===== src/rtl/vigna_coproc_pkg.sv =====
// vigna_coproc_pkg: shared definitions for the Vigna coprocessor issue path.
// Holds the issue FSM state encoding, the M/F unit select values and the
// operation codes the M (funct3) and F (func2) units understand.
package vigna_coproc_pkg;

    // Issue FSM states
    localparam logic [1:0] ST_IDLE  = 2'd0;
    localparam logic [1:0] ST_ISSUE = 2'd1;
    localparam logic [1:0] ST_WB    = 2'd2;

    // Unit select carried on req_sel
    localparam logic SEL_M = 1'b0;
    localparam logic SEL_F = 1'b1;

    // M unit funct3 codes (RV32M ordering)
    localparam logic [2:0] M_MUL    = 3'b000;
    localparam logic [2:0] M_MULH   = 3'b001;
    localparam logic [2:0] M_MULHSU = 3'b010;
    localparam logic [2:0] M_MULHU  = 3'b011;
    localparam logic [2:0] M_DIV    = 3'b100;
    localparam logic [2:0] M_DIVU   = 3'b101;
    localparam logic [2:0] M_REM    = 3'b110;
    localparam logic [2:0] M_REMU   = 3'b111;

    // F unit func2 codes
    localparam logic [4:0] F_FADD = 5'b00000;
    localparam logic [4:0] F_FSUB = 5'b00001;
    localparam logic [4:0] F_FMUL = 5'b00010;
    localparam logic [4:0] F_FDIV = 5'b00011;
    localparam logic [4:0] F_FMV  = 5'b11100;
    localparam logic [4:0] F_FCVT = 5'b11000;

    // Issue tags are 3 bits and wrap 7 -> 0
    function automatic logic [2:0] next_tag(input logic [2:0] tag);
        return tag + 3'd1;
    endfunction

endpackage


===== src/rtl/vigna_coproc_watchdog.sv =====
// vigna_coproc_watchdog: counts cycles a request spends waiting in ISSUE and
// flags expiry once TIMEOUT_CYCLES cycles have elapsed since accept.
// Only instantiated when VIGNA_COPROC_TIMEOUT_EN is defined.
module vigna_coproc_watchdog #(
    parameter int TIMEOUT_CYCLES = 64
) (
    input  logic clk,
    input  logic resetn,
    input  logic i_clear,
    input  logic i_run,
    output logic o_expired
);

    localparam logic [7:0] LAST_COUNT = 8'(TIMEOUT_CYCLES - 1);

    logic [7:0] r_count;

    // The count seen at an edge equals the ISSUE edges already spent, so
    // expiry fires on the TIMEOUT_CYCLES-th edge after accept.
    assign o_expired = i_run && (r_count == LAST_COUNT);

    // Cycle counter: cleared on accept, advances while the request waits
    always_ff @(posedge clk) begin
        if (!resetn) begin
            r_count <= 8'd0;
        end else if (i_clear) begin
            r_count <= 8'd0;
        end else if (i_run && !o_expired) begin
            r_count <= r_count + 8'd1;
        end
    end

endmodule


===== src/rtl/vigna_coproc_issue.sv =====
// vigna_coproc_issue: accepts one coprocessor request at a time, presents its
// operands to the M or F unit, waits for that unit's ready, then hands the
// result to writeback (skipped for rd=0).
// Optional feature: define VIGNA_COPROC_TIMEOUT_EN to abort a request after
// TIMEOUT_CYCLES cycles in ISSUE, reporting wb_err=1 with wb_data=0.
module vigna_coproc_issue
    import vigna_coproc_pkg::*;
#(
    parameter int TIMEOUT_CYCLES = 64
) (
    input  logic        clk,
    input  logic        resetn,

    input  logic        req_valid,
    output logic        req_ready,
    input  logic        req_sel,
    input  logic [2:0]  req_func,
    input  logic [4:0]  req_func2,
    input  logic [4:0]  req_rd,
    input  logic [31:0] req_op1,
    input  logic [31:0] req_op2,

    output logic [2:0]  cp_func,
    output logic [4:0]  cp_func2,
    output logic [2:0]  cp_id,
    output logic [31:0] cp_op1,
    output logic [31:0] cp_op2,

    output logic        m_valid,
    input  logic        m_ready,
    input  logic [31:0] m_result,
    output logic        f_valid,
    input  logic        f_ready,
    input  logic [31:0] f_result,

    output logic        wb_valid,
    input  logic        wb_ready,
    output logic [4:0]  wb_rd,
    output logic [31:0] wb_data,
    output logic        wb_err,
    output logic        busy
);

    if (TIMEOUT_CYCLES < 2 || TIMEOUT_CYCLES > 255) begin : g_bad_timeout
        $error("vigna_coproc_issue: TIMEOUT_CYCLES must be within 2..255");
    end

    logic [1:0]  r_state;
    logic        r_req_ready;
    logic        r_sel;
    logic [2:0]  r_func;
    logic [4:0]  r_func2;
    logic [4:0]  r_rd;
    logic [31:0] r_op1;
    logic [31:0] r_op2;
    logic [2:0]  r_id;
    logic        r_m_valid;
    logic        r_f_valid;
    logic        r_wb_valid;
    logic [31:0] r_wb_data;
    logic        r_wb_err;

    logic        w_accept;
    logic        w_in_issue;
    logic        w_unit_ready;
    logic [31:0] w_unit_result;
    logic        w_timeout;

    // req_ready is only ever set while in IDLE, so it alone qualifies accept
    assign w_accept      = req_valid && r_req_ready;
    assign w_in_issue    = (r_state == ST_ISSUE);
    // Only the selected unit's handshake is looked at
    assign w_unit_ready  = (r_sel == SEL_F) ? f_ready  : m_ready;
    assign w_unit_result = (r_sel == SEL_F) ? f_result : m_result;

`ifdef VIGNA_COPROC_TIMEOUT_EN
    vigna_coproc_watchdog #(
        .TIMEOUT_CYCLES (TIMEOUT_CYCLES)
    ) u_watchdog (
        .clk       (clk),
        .resetn    (resetn),
        .i_clear   (w_accept),
        .i_run     (w_in_issue),
        .o_expired (w_timeout)
    );
`else
    // Without the watchdog a request waits in ISSUE for as long as it takes,
    // which also keeps r_wb_err permanently 0.
    assign w_timeout = 1'b0;
`endif

    // Issue FSM: accept, hold operands during ISSUE, capture result, writeback
    always_ff @(posedge clk) begin
        // NOTE: synchronous reset clears every output register, including the
        // operand and tag registers, so nothing stale is visible after reset.
        if (!resetn) begin
            r_state     <= ST_IDLE;
            r_req_ready <= 1'b0;
            r_sel       <= SEL_M;
            r_func      <= 3'd0;
            r_func2     <= 5'd0;
            r_rd        <= 5'd0;
            r_op1       <= 32'd0;
            r_op2       <= 32'd0;
            r_id        <= 3'd0;
            r_m_valid   <= 1'b0;
            r_f_valid   <= 1'b0;
            r_wb_valid  <= 1'b0;
            r_wb_data   <= 32'd0;
            r_wb_err    <= 1'b0;
        end else begin
            // NOTE: non-blocking assignments throughout, so every branch reads
            // the pre-edge register values regardless of statement order.
            case (r_state)
                ST_IDLE: begin
                    if (w_accept) begin
                        r_sel       <= req_sel;
                        r_func      <= req_func;
                        r_func2     <= req_func2;
                        r_rd        <= req_rd;
                        r_op1       <= req_op1;
                        r_op2       <= req_op2;
                        r_id        <= next_tag(r_id);
                        r_m_valid   <= (req_sel == SEL_M);
                        r_f_valid   <= (req_sel == SEL_F);
                        r_req_ready <= 1'b0;
                        r_state     <= ST_ISSUE;
                    end else begin
                        r_req_ready <= 1'b1;
                    end
                end

                ST_ISSUE: begin
                    // A real result wins over a timeout landing on the same edge
                    if (w_unit_ready || w_timeout) begin
                        r_m_valid <= 1'b0;
                        r_f_valid <= 1'b0;
                        if (r_rd != 5'd0) begin
                            r_wb_valid <= 1'b1;
                            r_wb_data  <= w_unit_ready ? w_unit_result : 32'd0;
                            r_wb_err   <= !w_unit_ready;
                            r_state    <= ST_WB;
                        end else begin
                            r_req_ready <= 1'b1;
                            r_state     <= ST_IDLE;
                        end
                    end
                end

                ST_WB: begin
                    if (wb_ready) begin
                        r_wb_valid  <= 1'b0;
                        r_wb_err    <= 1'b0;
                        r_req_ready <= 1'b1;
                        r_state     <= ST_IDLE;
                    end
                end

                default: begin
                    r_m_valid   <= 1'b0;
                    r_f_valid   <= 1'b0;
                    r_wb_valid  <= 1'b0;
                    r_req_ready <= 1'b0;
                    r_state     <= ST_IDLE;
                end
            endcase
        end
    end

    assign req_ready = r_req_ready;
    assign cp_func   = r_func;
    assign cp_func2  = r_func2;
    assign cp_id     = r_id;
    assign cp_op1    = r_op1;
    assign cp_op2    = r_op2;
    assign m_valid   = r_m_valid;
    assign f_valid   = r_f_valid;
    assign wb_valid  = r_wb_valid;
    assign wb_rd     = r_rd;
    assign wb_data   = r_wb_data;
    assign wb_err    = r_wb_err;
    assign busy      = (r_state != ST_IDLE);

endmodule


===== config.mk =====
export PLATFORM = sky130hd
export DESIGN_NAME = vigna_coproc_issue
export DESIGN_NICKNAME = d
export VERILOG_FILES = /design/src/rtl/vigna_coproc_pkg.sv /design/src/rtl/vigna_coproc_watchdog.sv /design/src/rtl/vigna_coproc_issue.sv
export SDC_FILE = /design/constraint.sdc
export NUM_CORES = 1
export LEC_CHECK = 0
export CORE_ASPECT_RATIO = 1.4
export CORE_MARGIN = 2
export CORE_UTILIZATION = 30
export DETAILED_ROUTE_END_ITERATION = 6
export DONT_BUFFER_PORTS = 1
export GPL_TIMING_DRIVEN = 0
export PLACE_DENSITY = 0.46
export SYNTH_ARGS = -nofsm -noshare
export SYNTH_HDL_FRONTEND = slang
export SYNTH_HIERARCHICAL = 1
export SYNTH_SLANG_ARGS = --single-unit

===== constraint.sdc =====
create_clock -name clk -period 1.73 [get_ports clk]
set_clock_uncertainty 0.2 [all_clocks]
set_input_delay 0.173 -clock clk [delete_from_list [all_inputs] [get_ports clk]]
set_output_delay 0.173 -clock clk [all_outputs]
set_load 0.1 [all_outputs]

After elaboration in Yosys (flattened, before gate mapping)
Cells that the tools add are included.
{ "totals": {"latch_bits": 0, "mem_bits_rw": 0, "in_bits": 148, "word_cells": 62, "romBits": 0, "mem_count": 0, "output_inout_bits": 118, "register_bits": 120} }
{ "classes": {"muxes": 24, "shifts": 0, "n_bitwise": 3, "mul": 0, "eq_ne": 7, "n_reduce_logical": 13, "div_mod_pow": 0, "addsub": 1, "order_cmp": 0} }
{ "ops": {"columns": ["operator", "n"], "rows": [
  ["$mux 32", 1],
  ["$mux 1", 13],
  ["$pmux 1 s3", 4],
  ["$reduce_and 3->1", 4],
  ["$mux 2", 4],
  ["$reduce_and 4->1", 2],
  ["$ne 2x2->1 const B", 3],
  ["$pmux 2 s3", 1],
  ["$reduce_bool 5->1", 1],
  ["$ne 2x1->1 const B", 2],
  ["$reduce_bool 2->1", 2],
  ["$add 3x1->3 const B", 1],
  ["$not 1->1", 3],
  ["$eq 2x1->1 const B", 1],
  ["$eq 2x2->1 const B", 1],
  ["$logic_not 2->1", 1],
  ["$pmux 1 s2", 1],
  ["$reduce_and 2->1", 1],
  ["$logic_and 1x1->1", 1],
  ["$logic_not 1->1", 1]
]} }

Logic depth before layout (Yosys ltp)
{ "depth": {"depth_word": 5, "mapped_depth": 7, "mapped_depth_nobuf": 6} }

Worst setup path before layout
No wires, ideal clock.
{ "synth_path": {"path_type": "register to register", "startpoint": "register r_rd[4] (netlist: wb_rd[4])", "endpoint": "register r_wb_data[10] (netlist: wb_data[10])", "setup_time_ps": 86, "path_slack_ps": -582, "stages_incl_launch_ff": 6, "n_path_buf": 1, "arrival_ps": 2027, "period_less_slack_ps": 2312, "t_required_ps": 1444, "path_cell_list": "dfxtp_1 nor4_2 a211oi_4 buf_4 nor2_1 a211oi_1"} }
{ "synth_via": {"elab_chain_len": 2} }
{ "synth_rtl": {"columns": ["element", "line", "text"], "rows": [
  ["from (decl)", "vigna_coproc_issue.sv:53", "logic [4:0] r_rd;"],
  ["from (signal assigned)", "vigna_coproc_issue.sv:120", "r_rd <= req_rd;"],
  ["$reduce_bool 5->1", "vigna_coproc_issue.sv:138", "if (r_rd != 5'd0) begin"],
  ["$reduce_and 3->1 (no source line)", null, null],
  ["to (signal assigned)", "vigna_coproc_issue.sv:140", "r_wb_data <= w_unit_ready ? w_unit_result : 32'd0;"],
  ["to (decl)", "vigna_coproc_issue.sv:60", "logic [31:0] r_wb_data;"]
]} }
Every way passes these cells.
A chain may end at the register's enable or synchronous reset.

Final worst setup path
{ "layout_path": {"startpoint": "register r_rd[2] (netlist: wb_rd[2])", "endpoint": "register r_wb_data[11] (netlist: wb_data[11])"} }
Same word-level chain as after synthesis.

==> run_results.csv <==
group,metric,value,unit
run_status,status,"complete, but fails checks",
run_status,violations,"setup timing",
global_routing,grt_max_degree,17,
setup_path,crit_top_cell,"buf_12",
global_routing,grt_pass1_wl,22.2,mm
synth,synth_seq_cells,120,
cts,clkTransAtPathRegs,0.05,ns
placement,pre_cts_slack,-0.531,ns
synth,synth_compound_area_share,17.8,%
sta,tightestPinTransition,0.710,ns
synth,syn_nets,699,
sta,period_share,110,%
route,first_pass_iters,4,
placement,gp_congestion,0.801,
setup_path,critPathSlowestCell,"dfxtp_4",
setup_path,path_max_fanout,10,
route,drtAntennaViolNets,0,
power,ir_drop,753,µV
route,vias,4475,
setup_path,critPathRequiredTime,1.79,ns
hold_path,hold_class,"primary input to flip-flop",
floorplanning,dieHeight,152,µm
synth,synth_edf_count,0,
sta,finalHoldViolations,0,
cts,clock-root-buffer,"clkbuf_16",
sta,rsz0062_at_grt,"true",
setup_path,crit_arrival,1.97,ns
global_routing,antenna_found_initial,0,
route,vias_per_cell,4.80,
sta,fin_ws,-0.176,ns
setup_path,criticalPathCategory,"flip-flop to flip-flop",
synth,seq_area_frac_synth,51.3,%
route,wl,16.0,mm
global_routing,grt.total_usage,17.7,%
power,cellPowerDensity,1590,nW/µm²
power,leakage,0.00274,µW
route,wl_per_cell,17.2,µm
finish,areaGrowthSynthToFinish,65.3,%
hold_path,hold_depth,4,
synth,synthMuxAreaShare,7.30,%
synth,synthesis.area,4680,µm²
synth,async_flop_share,0,%
finish,final_nets,879,
cts,clock-sinks,120,
placement,dpl.hpwl,10.4,mm
floorplanning,start_util,30.4,%
synth,synth_xor_area_share,0.374,%
cts,htree_levels,4,
synth,synth_top_flop_cell,"dfxtp_1",
setup_path,cp_slowest_stage_delay,0.45,ns
setup_path,worstSetupStartpointType,"flip-flop",
synth,syn_avg_cell_area,8.59,µm²
cts,clk_path_buf_depth,2,
sta,clock.fmax,525,MHz
sta,relSlewSlack,52.6,%
global_routing,grt_pass1_vias,4453,
route,drt_iter0_drc,143,
synth,synth_fa_ha_area_share,1.60,%
placement,port_buffers,0,
global_routing,grt.overflow.total,0,
floorplanning,rows,54,
synth,yosys.cell_types.count,30,
cts,numCtsBuffers,17,
sta,setup_violations,35,
placement,dp.cells,741,
setup_path,path_cells,"nor4_4, a211oi_4, buf_12, buf_12, nor2_1, a211oi_1",
job,maxCapViolCount,0,
setup_path,r2r_cells,6,
synth,postSynthCellCount,545,
floorplanning,dieArea,16600,µm²
setup_path,cp-end-kind,"flip-flop",
floorplanning,die_x,110,µm
floorplanning,ioPinCount,266,
sta,slew_violations,0,
cts,cts_tree,"built",
finish,drive_gt1_share,35.0,%
synth,yosysWarnings,6,
finish,n_antenna_cell,0,
cts,worst_skew_pair.late_latency,0.41,ns
finish,layout.cells.non_filler,933,
synth,synth_top_family_by_area,"compound AO/OA/AOI/OAI gates",
sta,fin_crit,1.91,ns
route,post-route-drc-count,0,
floorplanning,core_area,15400,µm²
synth,yosys.area_share.simple,17.5,%
-- area by class of cell --
class / count / area, µm²
Tap cell: 196 / 245
Timing Repair Buffer: 161 / 1620
Sequential cell: 120 / 2570
Multi-Input combinational cell: 378 / 2350
Fill cell: 1359 / 7670
Buffer: 40 / 329
Inverter: 7 / 37.5
Clock buffer: 24 / 492
Clock inverter: 7 / 92.6
-- Yosys cell counts (all sizes together) (3+ instances only) --
| master | n | area (µm²) |
|---|---|---|
| nand2 | 163 | 612 |
| mux2i | 33 | 330 |
| ha | 6 | 75.1 |
| inv | 7 | 26.3 |
| a21oi | 85 | 425 |
| o21ai | 3 | 15.0 |
| buf | 9 | 52.6 |
| dfxtp | 120 | 2400 |
| nor2 | 37 | 139 |
| clkbuf | 31 | 116 |
| a211oi | 34 | 358 |
-- metal layers --
| layer | global-route usage [%] | vias up | share of wire, % |
|---|---|---|---|
| li1 | - | 2189 | - |
| met1 | 17.1 | 2063 | 37 |
| met2 | 33.4 | 197 | 53 |
| met3 | 6.24 | 26 | 7.7 |
| met4 | 7.72 | 0 | 2.3 |
| met5 | 0 | - | 0 |
-- worst max-delay path, delay by kind of cell, from the launching register on --
kind,cells,cell delay (ns)
AOI/OAI and AO/OA,2,0.20
buffers and inverters,2,0.32
DFF,1,0.45
and+or+nand+nor,2,0.59
-- report_power, final --
group	switching [µW]	leakage [µW]	internal (µW)	total (µW)
Sequential	2960	0.00103	3240	6200
Clock	1230	0.000287	2260	3490
Combinational	1350	0.00142	1230	2580
-- cell families after synthesis --
kind of cell	Yosys count
DFF	120
and+or+nand+nor	210
adders and majority gates	6
buffers and inverters	47
muxes	34
xor gates and xnor gates	2
AOI/OAI and AO/OA	126
-- placed cells by master (no fill, tap or decap), types with 2 or more instances in the layout --
| cell type | instances |
|---|---|
| nor2_4 | 15 |
| bufinv_16 | 2 |
| clkbuf_1 | 14 |
| o21ai_0 | 2 |
| a211oi_2 | 26 |
| mux2i_1 | 32 |
| dfxtp_2 | 112 |
| buf_1 | 2 |
| ha_1 | 3 |
| clkbuf_16 | 19 |
| buf_4 | 12 |
| ha_4 | 2 |
| inv_2 | 2 |
| dlygate4sd3_1 | 148 |
| inv_4 | 4 |
| nand2_1 | 163 |
| nor2_2 | 11 |
| nor2_1 | 11 |
| a211oi_1 | 7 |
| buf_6 | 9 |
| nor3_1 | 2 |
| clkinvlp_4 | 2 |
| clkinv_2 | 2 |
| clkbuf_2 | 9 |
| a21oi_2 | 3 |
| a21oi_1 | 82 |
| buf_12 | 5 |
| clkbuf_8 | 5 |
| dfxtp_4 | 7 |
-- worst paths after layout --
| check | slack (ns) | start | endpoint |
|---|---|---|---|
| worst max-delay path | -0.18 | wb_rd[2] | wb_data[11] |
| worst min-delay path | 0.07 | resetn | req_ready |
| worst max register to register | -0.18 | wb_rd[2] | wb_data[11] |
| worst min register to register | 0.44 | r_state[1] | r_state[1] |
-- per-stage QoR --
stage	setup TNS [ns]	instance area (µm²)	total power, µW	utilization (%)	hold WS (ns)
global placement	-34.02	4990	7800	32.4	0.109
detailed placement	-39.47	4990	7850	32.4	0.110
finish	-3.28	7740	12300	50.2	0.0670
CTS	-2.84	7510	12100	48.8	0.0237
global route	-5.40	7740	12800	50.2	0.0840
floorplan	-0.746	4740	7390	-	0.0986
-- state kept, by name, summed over array words and instances, names as in the netlist --
signal / cells
cp_op1: 32
cp_op2: 32
wb_data: 32
cp_func2: 5
wb_rd: 5
cp_func: 3
cp_id: 3
r_state: 2
f_valid: 1
m_valid: 1
r_sel: 1
req_ready: 1
wb_err: 1
wb_valid: 1
-- what timing repair did --
item | in CTS | in global routing
gates cloned | 0 | 1
setup buffers | 7 | 5
hold endpoints to repair | 116 | 0
resized for setup | 186 | 55
pin swaps | 5 | 6
endpoints found under the setup margin | 230 | 110
hold buffers | 148 | 0
(Power assumes the default switching activity.)
